--- config.mk ---
export PLATFORM = sky130hd
export DESIGN_NAME = mem_wait_ctrl
export DESIGN_NICKNAME = d
export VERILOG_FILES = /design/src/rtl/mem_wait_ctrl.sv
export SDC_FILE = /design/constraint.sdc
export NUM_CORES = 1
export LEC_CHECK = 0
export BUFFER_PORTS_ARGS = -buffer_cell sky130_fd_sc_hd__buf_2
export CORE_MARGIN = 1
export CORE_UTILIZATION = 40
export DETAILED_ROUTE_END_ITERATION = 8
export PLACE_DENSITY = 0.76
export SYNTH_ARGS = -nofsm -noshare
export SYNTH_HDL_FRONTEND = slang
export SYNTH_SLANG_ARGS = --single-unit
export TNS_END_PERCENT = 5
--- constraint.sdc ---
create_clock -name clk -period 1.8 [get_ports clk]
set_clock_uncertainty 0.2 [all_clocks]
set_input_delay 0.36 -clock clk [delete_from_list [all_inputs] [get_ports clk]]
set_output_delay 0.36 -clock clk [all_outputs]
set_load 0.1 [all_outputs]
--- src/rtl/mem_wait_ctrl.sv ---
// rtl/mem_wait_ctrl.sv - MEM-stage multi-cycle data memory access controller
//
// Runs a load or store over a req/ack memory port. While the access is
// outstanding it asks the hazard unit to freeze the pipeline, then lets the
// pipeline advance for exactly one cycle. It also captures load data, flags
// timeouts and counts stall cycles.
//
// Ports:
//   clk        - clock, all state on rising edge
//   rst        - synchronous active-high reset
//   MemReadM   - load in MEM stage
//   MemWriteM  - store in MEM stage (wins when both are high)
//   addrM      - access address
//   wdataM     - store data
//   mem_ack    - memory completion strobe (one cycle)
//   mem_rdata  - load data, valid with mem_ack
//   stop       - pipeline freeze request
//   rdataM     - captured load data toward MEM/WB
//   mem_req    - access request, held until ack or abort
//   mem_we     - 1 = write, 0 = read, valid with mem_req
//   mem_addr   - memory address
//   mem_wdata  - memory write data
//   mem_err    - sticky timeout flag
//   stall_cnt  - saturating count of cycles with stop high
module mem_wait_ctrl #(
   parameter int DATA_WIDTH = 16,
   parameter int ADDR_WIDTH = 16,
   parameter int TIMEOUT    = 255
) (
   input  logic                  clk,
   input  logic                  rst,
   input  logic                  MemReadM,
   input  logic                  MemWriteM,
   input  logic [ADDR_WIDTH-1:0] addrM,
   input  logic [DATA_WIDTH-1:0] wdataM,
   input  logic                  mem_ack,
   input  logic [DATA_WIDTH-1:0] mem_rdata,
   output logic                  stop,
   output logic [DATA_WIDTH-1:0] rdataM,
   output logic                  mem_req,
   output logic                  mem_we,
   output logic [ADDR_WIDTH-1:0] mem_addr,
   output logic [DATA_WIDTH-1:0] mem_wdata,
   output logic                  mem_err,
   output logic [15:0]           stall_cnt
);

   typedef enum logic [1:0] {
      IDLE = 2'd0,
      BUSY = 2'd1,
      DONE = 2'd2
   } state_t;

   // Counter value seen during the last allowed BUSY cycle.
   localparam logic [7:0] TO_LAST = 8'(TIMEOUT - 1);

   state_t     state;
   logic [7:0] to_cnt;
   logic       access;

   assign access    = MemReadM | MemWriteM;
   assign mem_addr  = addrM;
   assign mem_wdata = wdataM;

   // The request is raised in the same cycle the access appears in IDLE so a
   // zero-wait memory costs only one stall cycle. DONE deliberately drops the
   // request even though the completed access is still on MemReadM/MemWriteM.
   always_comb begin
      stop    = 1'b0;
      mem_req = 1'b0;
      mem_we  = 1'b0;
      if (!rst) begin
         case (state)
            IDLE: begin
               if (access) begin
                  stop    = 1'b1;
                  mem_req = 1'b1;
                  mem_we  = MemWriteM;
               end
            end
            BUSY: begin
               stop    = 1'b1;
               mem_req = 1'b1;
               mem_we  = MemWriteM;
            end
            default: ;
         endcase
      end
   end

   always_ff @(posedge clk) begin
      if (rst) begin
         state     <= IDLE;
         to_cnt    <= 8'd0;
         rdataM    <= '0;
         mem_err   <= 1'b0;
         stall_cnt <= 16'd0;
      end else begin
         if (stop && (stall_cnt != 16'hFFFF))
            stall_cnt <= stall_cnt + 16'd1;

         case (state)
            IDLE: begin
               to_cnt <= 8'd0;
               if (access) begin
                  if (mem_ack) begin
                     state <= DONE;
                     if (!MemWriteM)
                        rdataM <= mem_rdata;
                  end else begin
                     state <= BUSY;
                  end
               end
            end
            BUSY: begin
               if (mem_ack) begin
                  state  <= DONE;
                  to_cnt <= 8'd0;
                  if (!MemWriteM)
                     rdataM <= mem_rdata;
               end else if (to_cnt == TO_LAST) begin
                  // Abort: a timed-out load returns zero rather than stale data.
                  state   <= DONE;
                  to_cnt  <= 8'd0;
                  mem_err <= 1'b1;
                  if (!MemWriteM)
                     rdataM <= '0;
               end else begin
                  to_cnt <= to_cnt + 8'd1;
               end
            end
            default: begin
               state  <= IDLE;
               to_cnt <= 8'd0;
            end
         endcase
      end
   end

endmodule
==> results of run 1 <==
## layout by cell type, fill, tap and decap left out, types with 2 or more instances in the layout
cell type  instances
nand4_1            6
and4_1             3
xnor2_1           10
and3_4             2
dfxtp_2           18
nor3_1             4
or3_1              2
mux2i_1           19
nor4_1             2
a21oi_1            6
o21ai_0            4
buf_2             53
xor2_1             2
nor2_1            24
clkbuf_8           7
nand2_1           23
or4_4              2
inv_1              2
dfxtp_4            2
dfxtp_1           23
o31ai_1            2
or3_4              2
buf_12             3
nand2b_1          20
nand3_1            9
buf_4             37
## critical path, stage by stage (launching register included)
cell and delay, ns:
dfxtp_2 0.33, or3_4 0.38, nand2_4 0.08, clkinvlp_4 0.14, buf_12 0.20
## state kept, by name, summed over array words and instances, names as in the netlist
name / flops
mem_err: 1
rdataM: 16
state: 2
to_cnt: 8
stall_cnt: 16
## per-stage QoR
stage	cell area (µm²)	util, %	total power, mW	setup WS (ns)	hold slack, ns
4_1_cts	2730	52.5	2.18	-0.199	0.0947
3_3_place_gp	2590	49.8	1.49	-0.169	0.258
6_report	2830	54.4	2.17	-0.187	0.108
2_1_floorplan	2250	-	1.71	-0.435	0.230
5_1_grt	2830	54.4	2.27	-0.248	0.0906
3_5_place_dp	2590	49.8	1.50	-0.254	0.257
## power by group
part | internal [mW] | switching [mW]
clock | 0.350 | 0.310
sequential | 0.980 | 0.0191
combinational | 0.156 | 0.354
## what timing repair did
action                                  CTS  global route
endpoints found under the setup margin   19            37
pin swaps                                 4             8
setup buffers                             3             2
resized for setup                         6            17
cloned                                    0             1
## per-layer routing
| metal | track usage [%] | vias up |
|---|---|---|
| met3 | 4.91 | 12 |
| met1 | 20.3 | 881 |
| met5 | 0 | - |
| met2 | 26.5 | 53 |
| li1 | - | 935 |
| met4 | 5.58 | 0 |
## worst max path at each step
stage,cells past startpoint,start,to
final,4,state[0]$_SDFFE_PP0P_,stop
after global routing,4,state[0]$_SDFFE_PP0P_,mem_req
after CTS,4,state[0]$_SDFFE_PP0P_,stop
after global placement,6,mem_ack,rdataM[5]$_SDFFE_PP0P_
after detailed placement,6,mem_ack,rdataM[6]$_SDFFE_PP0P_
after floorplan,4,MemWriteM,stop
## cell families (layout without fill, tap and decap cells)
group | count (synthesis) | after routing | synth area share [%]
adders and majority gates | 3 | 3 | 1.71
and+or+nand+nor | 109 | 110 | 25.4
DFF | 43 | 43 | 39.2
buffers and inverters | 46 | 106 | 14.6
muxes | 20 | 20 | 9.18
AOI/OAI and AO/OA | 17 | 17 | 5.07
xor gates and xnor gates | 12 | 12 | 4.79
## area by class of cell
| class | instances | share of cell area (%) |
|---|---|---|
| clock buffer | 8 | 3.54 |
| tap | 70 | 3.09 |
| timing repair buffer | 94 | 21.7 |
| multi-input combinational | 162 | 39.5 |
| inverter | 4 | 0.663 |
| sequential | 43 | 31.5 |
==> qor.txt, run 1 <==
core area = 0.00520 mm²
Chip Height = 76.1 µm
Placed Cells = 367
f_max = 503 MHz
via count = 1881
Synth warnings = 0
syn avg cell area = 8.78 µm²
clock slew at reported path FFs = 0.08 ns
post-synthesis register bit count = 43
Final min period = 1.99 ns
area grow syn2layout = 29.0%
1st-pass router iterations = 4
vias in the first global route = 1751
Root Driver = clkbuf_8
WL met2 = 2250 µm
Crit Reg-Reg Endpoint = rdataM[6]$_SDFFE_PP0P_
FF+latch area = 891 µm²
maxcap violations = 0
async set-or-reset flop fraction in the synthesized netlist = 0%
total grt overflow = 0
WL per Instance = 13.0 µm
post-route antenna net violation count = 0
Post-synth EDFFs = 0
register area share after synthesis = 39.2%
number of vias per cell = 4.94
total track usage = 16.3%
Crit path required time = 1.24 ns
Starting DRT DRC Count = 54
most numerous cell in the Yosys netlist = dfxtp_1
Leak = 1.30 nW
GPL Wtd Cong = 0.807
clk_lat worst skew = 0.29 ns
htree depth = 2
Max Used Layer = met4
setup TNS = -2.21 ns
Final Cycle Share = 110%
Port Buffers = 56
Slew HR = 58.1%
synthesized area = 0.00219 mm²
hold buffer count at CTS = 0
Setup crit start kind = register
first-pass GRT wire length = 7710 µm
slew at the pin closest to its max-slew limit = 0.627 ns
RSZ-0062 raised after global routing = true
Die X = 76.1 µm
launching point of the worst reg2reg path = to_cnt[0]$_SDFF_PP0_
CTS tree = built
met3 WL = 316 µm
Cell Count, Final, Fillers Out = 381
io pins = 121
hold crit path type = input pin to register
Peak VDD IR = 0.512 mV
setup violators final = 19
CP max FO = 3
synth unique cells = 33
met1 WL = 2330 µm
initial antenna violation count = 0
Crit path arrival time = 1.43 ns
Setup WS post-layout = -0.187 ns
R2R Setup Slk = -0.15 ns
most frequent cells after synthesis = dfxtp_1 (43), buf_4 (33), nand2_1 (25), nor2_1 (25), nand2b_1 (20)
share of cells above drive strength 1 = 46.0%
critical path endpoint category = output port
hold path endpoint = rdataM[4]$_SDFFE_PP0P_
cts bufs inserted = 5
Total Die Area = 0.00579 mm²
largest net degree at the start of global routing = 30
clock sink total = 43
Rows = 26
Post-Syn Nets = 306
post-synth top area cell = dfxtp_1
DP Wirelength = 3240 µm
Post-route DRC = 0
fin. max-slew vios = 0
failing checks = setup timing
layout filler cell count = 483
Hold Path Depth = 3
hold_sp = mem_rdata[4]
post-synth top area share = 39.2%
Mapped Cells = 250
Initial Utilization = 42.2%
final net count = 366
CTS max path bufs = 2
Diodes inserted = 0
Final Routed Wirelength = 4940 µm
Setup CP Type = register to output port
outcome = complete, but fails checks
ys flop type = dfxtp_1
largest cells by area after synthesis = dfxtp_1 (39%), buf_4 (11%), mux2i_1 (8.7%)
Worst R2R Path Depth = 7
Multi-input gate area = 0.00112 mm²
cell area power density = 767 mW/mm²
hold violation count in the final report = 0
Note: power is estimated with default switching activity, not from simulation.
==> inputs of run 2 (changes only) <==
- ABC_AREA: default -> 1
- CORE_UTILIZATION: 40 -> 41
==> qor.txt, run 2 <==
vias in the first global route = 1934 (was 1751)
syn avg cell area = 6.91 µm² (was 8.78 µm²)
most frequent cells in the layout = nand2_1 (95), buf_2 (53), nor2_1 (44) (was buf_2 (53), buf_4 (37), nor2_1 (24))
Synth Area in Compound Gates = 9.29% (was 5.07%)
post-synthesis register bit count = 43 (unchanged)
Post-Syn Nets = 395 (was 306)
launching point of the worst reg2reg path = stall_cnt[0]$_SDFFE_PP0P_ (was to_cnt[0]$_SDFF_PP0_)
DP Wirelength = 3390 µm (was 3240 µm)
Crit path arrival time = 1.20 ns (was 1.43 ns)
Rows = 27 (was 26)
hold violation count in the final report = 0 (unchanged)
Leak = 1.22 nW (was 1.30 nW)
most frequent cells after synthesis = nand2_1 (96), nor2_1 (46), dfxtp_1 (43) (was dfxtp_1 (43), buf_4 (33), nand2_1 (25), nor2_1 (25), nand2b_1 (20))
crit path to = stop (unchanged)
htree depth = 2 (unchanged)
largest cells by area after synthesis = dfxtp_1 (37%), nand2_1 (15%), buf_4 (11%) (was dfxtp_1 (39%), buf_4 (11%), mux2i_1 (8.7%))
clock slew at reported path FFs = 0.09 ns (was 0.08 ns)
post-synth top area cell = dfxtp_1 (unchanged)
RSZ-0062 raised after global routing = true (unchanged)
Synth Area in Simple Gates = 30.0% (was 25.4%)
WL per Instance = 10.6 µm (was 13.0 µm)
area grow syn2layout = 14.3% (was 29.0%)
clock sink total = 43 (unchanged)
GPL Wtd Cong = 0.839 (was 0.807)
post-route antenna net violation count = 0 (unchanged)
ys flop type = dfxtp_1 (unchanged)
total grt overflow = 0 (unchanged)
critical-path cell list = inv_2 -> nand2_4 -> a21oi_4 -> buf_12 (was or3_4 -> nand2_4 -> clkinvlp_4 -> buf_12)
hold crit path type = input pin to register (unchanged)
first-pass GRT wire length = 7990 µm (was 7710 µm)
Synth Area in Adders = 1.60% (was 1.71%)
Initial Utilization = 42.6% (was 42.2%)
cts bufs inserted = 5 (unchanged)
final net count = 423 (was 366)
total number of cells along the worst setup path = 4 (unchanged)
outcome = completed (was complete, but fails checks)
via count = 2037 (was 1881)
slew at the pin closest to its max-slew limit = 0.509 ns (was 0.627 ns)
Total Die Area = 0.00602 mm² (was 0.00579 mm²)
core area = 0.00551 mm² (was 0.00520 mm²)
Slew HR = 66.1% (was 58.1%)
clk_lat worst skew = 0.29 ns (about the same)
R2R Setup Slk = 0.13 ns (was -0.15 ns)
hold slack = 0.0862 ns (was 0.108 ns)
Final Routed Wirelength = 4650 µm (was 4940 µm)
Final Cycle Share = 98.0% (was 110%)
XOR/XNOR Fraction of Synth Area = 4.11% (was 4.79%)
cell area power density = 866 mW/mm² (was 767 mW/mm²)
Diodes inserted = 0 (unchanged)
Worst Path Buf+Inv = 2 (unchanged)
Synth warnings = 0 (unchanged)
f_max = 567 MHz (was 503 MHz)
Worst R2R Path Depth = 8 (was 7)
Largest regs = rdataM x16, stall_cnt x16, to_cnt x8 (unchanged)
CTS max path bufs = 2 (unchanged)
io pins = 121 (unchanged)
register area share after synthesis = 36.7% (was 39.2%)
Placement Cell Area = 0.00257 mm² (was 0.00259 mm²)
Chip Height = 77.6 µm (was 76.1 µm)
CTS tree = built (unchanged)
most numerous cell in the Yosys netlist = nand2_1 (was dfxtp_1)
async set-or-reset flop fraction in the synthesized netlist = 0% (unchanged)
Setup crit start kind = register (unchanged)
setup violators final = 0 (was 19)
final instance area = 0.00268 mm² (was 0.00283 mm²)
Tot Pwr = 2.32 mW (was 2.17 mW)
CP Launch Point = state[1]$_SDFFE_PP0P_ (was state[0]$_SDFFE_PP0P_)
maxcap violations = 0 (unchanged)
CP max stage cell = dfxtp_2 (was or3_4)
post-synth top area share = 36.7% (was 39.2%)
Crit Reg-Reg Endpoint = stall_cnt[4]$_SDFFE_PP0P_ (was rdataM[6]$_SDFFE_PP0P_)
synthesized area = 0.00234 mm² (was 0.00219 mm²)
1st-pass router iterations = 4 (unchanged)
mux cell area share after synthesis = 0% (was 9.18%)
Starting DRT DRC Count = 64 (was 54)
critical path's top delay family = flip-flops (was simple AND/OR/NAND/NOR gates)
Crit path required time = 1.24 ns (about the same)
largest family of logic cells by synthesized area = simple AND/OR/NAND/NOR gates (unchanged)
Peak VDD IR = 0.575 mV (was 0.512 mV)
Post-route DRC = 0 (unchanged)
Setup CP Type = register to output port (unchanged)
Die X = 77.6 µm (was 76.1 µm)
Port Buffers = 56 (unchanged)
Root Driver = clkbuf_8 (unchanged)
max incr delay on CP = 0.34 ns (was 0.38 ns)
Final min period = 1.76 ns (was 1.99 ns)
CP max FO = 3 (unchanged)
number of vias per cell = 4.63 (was 4.94)
synth unique cells = 28 (was 33)
critical path endpoint category = output port (unchanged)
commonest non-fill, non-tap cell in the layout = nand2_1 (was buf_2)
total track usage = 16.5% (was 16.3%)
fin. max-slew vios = 0 (unchanged)
largest net degree at the start of global routing = 33 (was 30)
share of cells above drive strength 1 = 28.8% (was 46.0%)
Mapped Cells = 339 (was 250)
Post-synth EDFFs = 0 (unchanged)
initial antenna violation count = 0 (unchanged)
-- run 2: layout make-up --
type                            count  area (µm²)
Clock buffer                        5        68.8
Clock inverter                      3        22.5
Fill cell                         563        2830
Inverter                           34         140
Multi-Input combinational cell    220        1070
Sequential cell                    43         895
Tap cell                           72        90.1
Timing Repair Buffer               63         394
-- run 2: worst min-delay path by stage --
stage	from	endpoint	slack [ns]	cells after the start
after CTS	mem_rdata[12]	rdataM[12]$_SDFFE_PP0P_	0.07	3
after detailed placement	to_cnt[0]$_SDFF_PP0_	to_cnt[0]$_SDFF_PP0_	0.27	1
final	mem_ack	state[0]$_SDFFE_PP0P_	0.09	2
after global placement	to_cnt[0]$_SDFF_PP0_	to_cnt[0]$_SDFF_PP0_	0.24	1
after global routing	mem_ack	state[0]$_SDFFE_PP0P_	0.08	2
after floorplan	rst	stall_cnt[4]$_SDFFE_PP0P_	0.22	1
-- run 2: repair_timing --
item / CTS / global route
endpoints found under the setup margin: 2 / 7
buffers inserted: 1 / 0
hold buffers: 0 / 0
hold endpoints to repair: 0 / 0
resized for setup: 1 / 4
pin swaps: 1 / 2
-- run 2: worst register-to-register path, stage by stage, from the launching register on --
cell and delay (ns):
dfxtp_4 0.38, ha_1 0.18, inv_1 0.09, nor2_4 0.14, nand2_4 0.07, o21ai_4 0.18
buf_4 0.17, nand2_1 0.05, a21oi_1 0.13
-- run 2: per-stage QoR --
step | setup WS (ns) | utilization [%] | std cells | setup TNS (ns)
after detailed placement | 0.0257 | 46.7 | 431 | 0
after CTS | 0.00189 | 48.5 | 440 | 0
after global placement | 0.0962 | 46.7 | 431 | 0
after global routing | -0.0122 | 48.6 | 440 | -0.0241
final | 0.0363 | 48.6 | 440 | 0
after floorplan | -0.148 | - | 339 | -1.80
-- run 2: report_power, final --
| part | internal, mW | total, mW | switching (mW) | leakage [nW] |
|---|---|---|---|---|
| Sequential | 1.00 | 1.03 | 0.0329 | 0.360 |
| Clock | 0.279 | 0.633 | 0.354 | 0.0451 |
| Combinational | 0.142 | 0.652 | 0.510 | 0.812 |
-- run 2: metal layers --
metal / vias to the layer above / share of wire, % / track usage, %
li1: 1071 / - / -
met2: 61 / 47 / 29.6
met4: 0 / 0.88 / 5.28
met3: 5 / 7.3 / 5.41
met1: 900 / 44 / 18.2
met5: - / 0 / 0
-- run 2: logic make-up (layout without fill, tap and decap cells) --
logic type      after synthesis  after routing
compound gates               38             38
buf+inv                      76            105
fa+ha+maj                     3              3
flops                        43             43
xor+xnor                     11             11
simple gates                168            168
==> inputs of run 3 (changes only) <==
- CELL_PAD_IN_SITES_DETAIL_PLACEMENT: default -> 2
- CELL_PAD_IN_SITES_GLOBAL_PLACEMENT: default -> 2
- CORE_UTILIZATION: 41 -> 20
- PLACE_DENSITY: 0.76 -> 0.74
==> qor.txt, run 3 (synthesized netlist as in run 2, its figures left out) <==
final instance area = 0.00303 mm² (was 0.00268 mm²)
CTS max path bufs = 2 (unchanged)
crit path to = stop (unchanged)
Final Routed Wirelength = 7280 µm (was 4650 µm)
Starting DRT DRC Count = 84 (was 64)
setup TNS = 0 ns (unchanged)
Crit Reg-Reg Endpoint = rdataM[2]$_SDFFE_PP0P_ (was stall_cnt[4]$_SDFFE_PP0P_)
total track usage = 12.0% (was 16.5%)
slew at the pin closest to its max-slew limit = 0.502 ns (was 0.509 ns)
area grow syn2layout = 29.4% (was 14.3%)
f_max = 570 MHz (was 567 MHz)
Root Driver = clkbuf_16 (was clkbuf_8)
Port Buffers = 56 (unchanged)
Slew HR = 66.8% (was 66.1%)
initial antenna violation count = 0 (unchanged)
core area = 0.0114 mm² (was 0.00551 mm²)
final net count = 430 (was 423)
Initial Utilization = 20.5% (was 42.6%)
CTS tree = built (unchanged)
Final Util = 26.6% (was 48.6%)
Final min period = 1.75 ns (was 1.76 ns)
Diodes inserted = 0 (unchanged)
WL per Instance = 14.0 µm (was 10.6 µm)
Rows = 39 (was 27)
critical path's top delay family = buffers and inverters (was flip-flops)
hold buffer count at CTS = 0 (unchanged)
critical path endpoint category = output port (unchanged)
clk_lat worst skew = 0.29 ns (about the same)
clock sink total = 43 (unchanged)
fin. max-slew vios = 0 (unchanged)
Total Die Area = 0.0122 mm² (was 0.00602 mm²)
total number of cells along the worst setup path = 5 (was 4)
Worst R2R Path Depth = 9 (was 8)
Placement Cell Area = 0.00269 mm² (was 0.00257 mm²)
Crit path arrival time = 1.19 ns (was 1.20 ns)
Setup crit start kind = register (unchanged)
first-pass GRT wire length = 11100 µm (was 7990 µm)
layout filler cell count = 1349 (was 563)
largest net degree at the start of global routing = 33 (unchanged)
outcome = completed (unchanged)
Final Cycle Share = 97.4% (was 98.0%)
clock slew at reported path FFs = 0.07 ns (was 0.09 ns)
most frequent cells in the layout = nand2_1 (93), buf_2 (53), nor2_1 (41) (was nand2_1 (95), buf_2 (53), nor2_1 (44))
hold violation count in the final report = 0 (unchanged)
CP max stage cell = dfxtp_2 (unchanged)
hold crit path type = input pin to register (unchanged)
io pins = 121 (unchanged)
cell area power density = 970 mW/mm² (was 866 mW/mm²)
RSZ-0062 raised after global routing = true (unchanged)
Post-route DRC = 0 (unchanged)
commonest non-fill, non-tap cell in the layout = nand2_1 (unchanged)
GPL Wtd Cong = 0.710 (was 0.839)
post-route antenna net violation count = 0 (unchanged)
Chip Height = 110 µm (was 77.6 µm)
Crit path required time = 1.24 ns (about the same)
Peak VDD IR = 0.401 mV (was 0.575 mV)
setup violators final = 0 (unchanged)
Setup CP Type = register to output port (unchanged)
maxcap violations = 0 (unchanged)
Leak = 1.33 nW (was 1.22 nW)
launching point of the worst reg2reg path = to_cnt[0]$_SDFF_PP0_ (was stall_cnt[0]$_SDFFE_PP0P_)
critical-path cell list = inv_2 -> nand2_4 -> a21oi_4 -> buf_12 -> buf_16 (was inv_2 -> nand2_4 -> a21oi_4 -> buf_12)
total grt overflow = 0 (unchanged)
max incr delay on CP = 0.33 ns (was 0.34 ns)
Largest regs = rdataM x16, stall_cnt x16, to_cnt x8 (unchanged)
share of cells above drive strength 1 = 32.8% (was 28.8%)
cts bufs inserted = 5 (unchanged)
number of vias per cell = 4.30 (was 4.63)
Die X = 110 µm (was 77.6 µm)
htree depth = 2 (unchanged)
CP Launch Point = state[1]$_SDFFE_PP0P_ (unchanged)
1st-pass router iterations = 3 (was 4)
CP max FO = 4 (was 3)
R2R Setup Slk = 0.10 ns (was 0.13 ns)
DP Wirelength = 5140 µm (was 3390 µm)
Worst Path Buf+Inv = 3 (was 2)
via count = 2225 (was 2037)
vias in the first global route = 2294 (was 1934)
## run 3: cell types whose count changed in the layout (fill, tap and decap cells not counted), sizes merged
cell / before / now
buf: 63 / 68
clkbuf: 5 / 8
inv: 36 / 34
bufinv: 0 / 1
## run 3: layout make-up
| class | count | area [µm²] | area share (%) |
|---|---|---|---|
| Tap cell | 143 | 179 | 5.90 |
| Clock buffer | 6 | 150 | 4.95 |
| Inverter | 34 | 146 | 4.83 |
| Multi-Input combinational cell | 220 | 1100 | 36.4 |
| Clock inverter | 2 | 41.3 | 1.36 |
| Sequential cell | 43 | 896 | 29.5 |
| Timing Repair Buffer | 70 | 517 | 17.0 |
## run 3: worst min path at each step
stage / from / end / slack, ns / depth (start not counted)
floorplan: rst / stall_cnt[4]$_SDFFE_PP0P_ / 0.22 / 1
global placement: to_cnt[0]$_SDFF_PP0_ / to_cnt[0]$_SDFF_PP0_ / 0.24 / 1
detailed placement: to_cnt[0]$_SDFF_PP0_ / to_cnt[0]$_SDFF_PP0_ / 0.26 / 1
CTS: mem_rdata[8] / rdataM[8]$_SDFFE_PP0P_ / 0.09 / 3
global route: mem_rdata[4] / rdataM[4]$_SDFFE_PP0P_ / 0.10 / 3
finish: mem_rdata[8] / rdataM[8]$_SDFFE_PP0P_ / 0.09 / 3
## run 3: worst min-delay path: cells and delay by family
kind | cells | cell delay, ns
compound gates | 1 | 0.05
buf+inv | 1 | 0.07
simple gates | 1 | 0.07
## run 3: metrics by stage
stage | cells | setup slack [ns] | total power, mW | hold WS [ns]
final | 518 | 0.0468 | 2.94 | 0.0887
after global routing | 518 | -0.00581 | 3.07 | 0.101
after CTS | 512 | 0.0155 | 2.94 | 0.0880
after detailed placement | 504 | 0.0650 | 1.74 | 0.257
after global placement | 504 | 0.0733 | 1.72 | 0.241
after floorplan | 339 | -0.148 | 1.92 | 0.219
## run 3: what timing repair did
action / CTS / global route
cloned: 0 / 3
gates resized for setup: 1 / 20
pin swaps: 0 / 3
setup endpoints to repair: 2 / 29
setup buffers: 0 / 3
## run 3: power by group
part | switching [mW] | leakage (nW) | internal [mW]
Sequential | 0.0356 | 0.361 | 1.00
Clock | 0.428 | 0.0941 | 0.750
Combinational | 0.541 | 0.872 | 0.185
Total | 1.00 | 1.33 | 1.94
## run 3: metal layers
metal	wire length [µm]	global-route usage (%)	vias up	share of wire, %
met1	3070	13.5	1084	42
li1	-	-	1094	-
met4	93	4.79	0	1.3
met2	3820	21.8	39	53
met3	286	2.53	8	3.9
met5	0	0	-	0
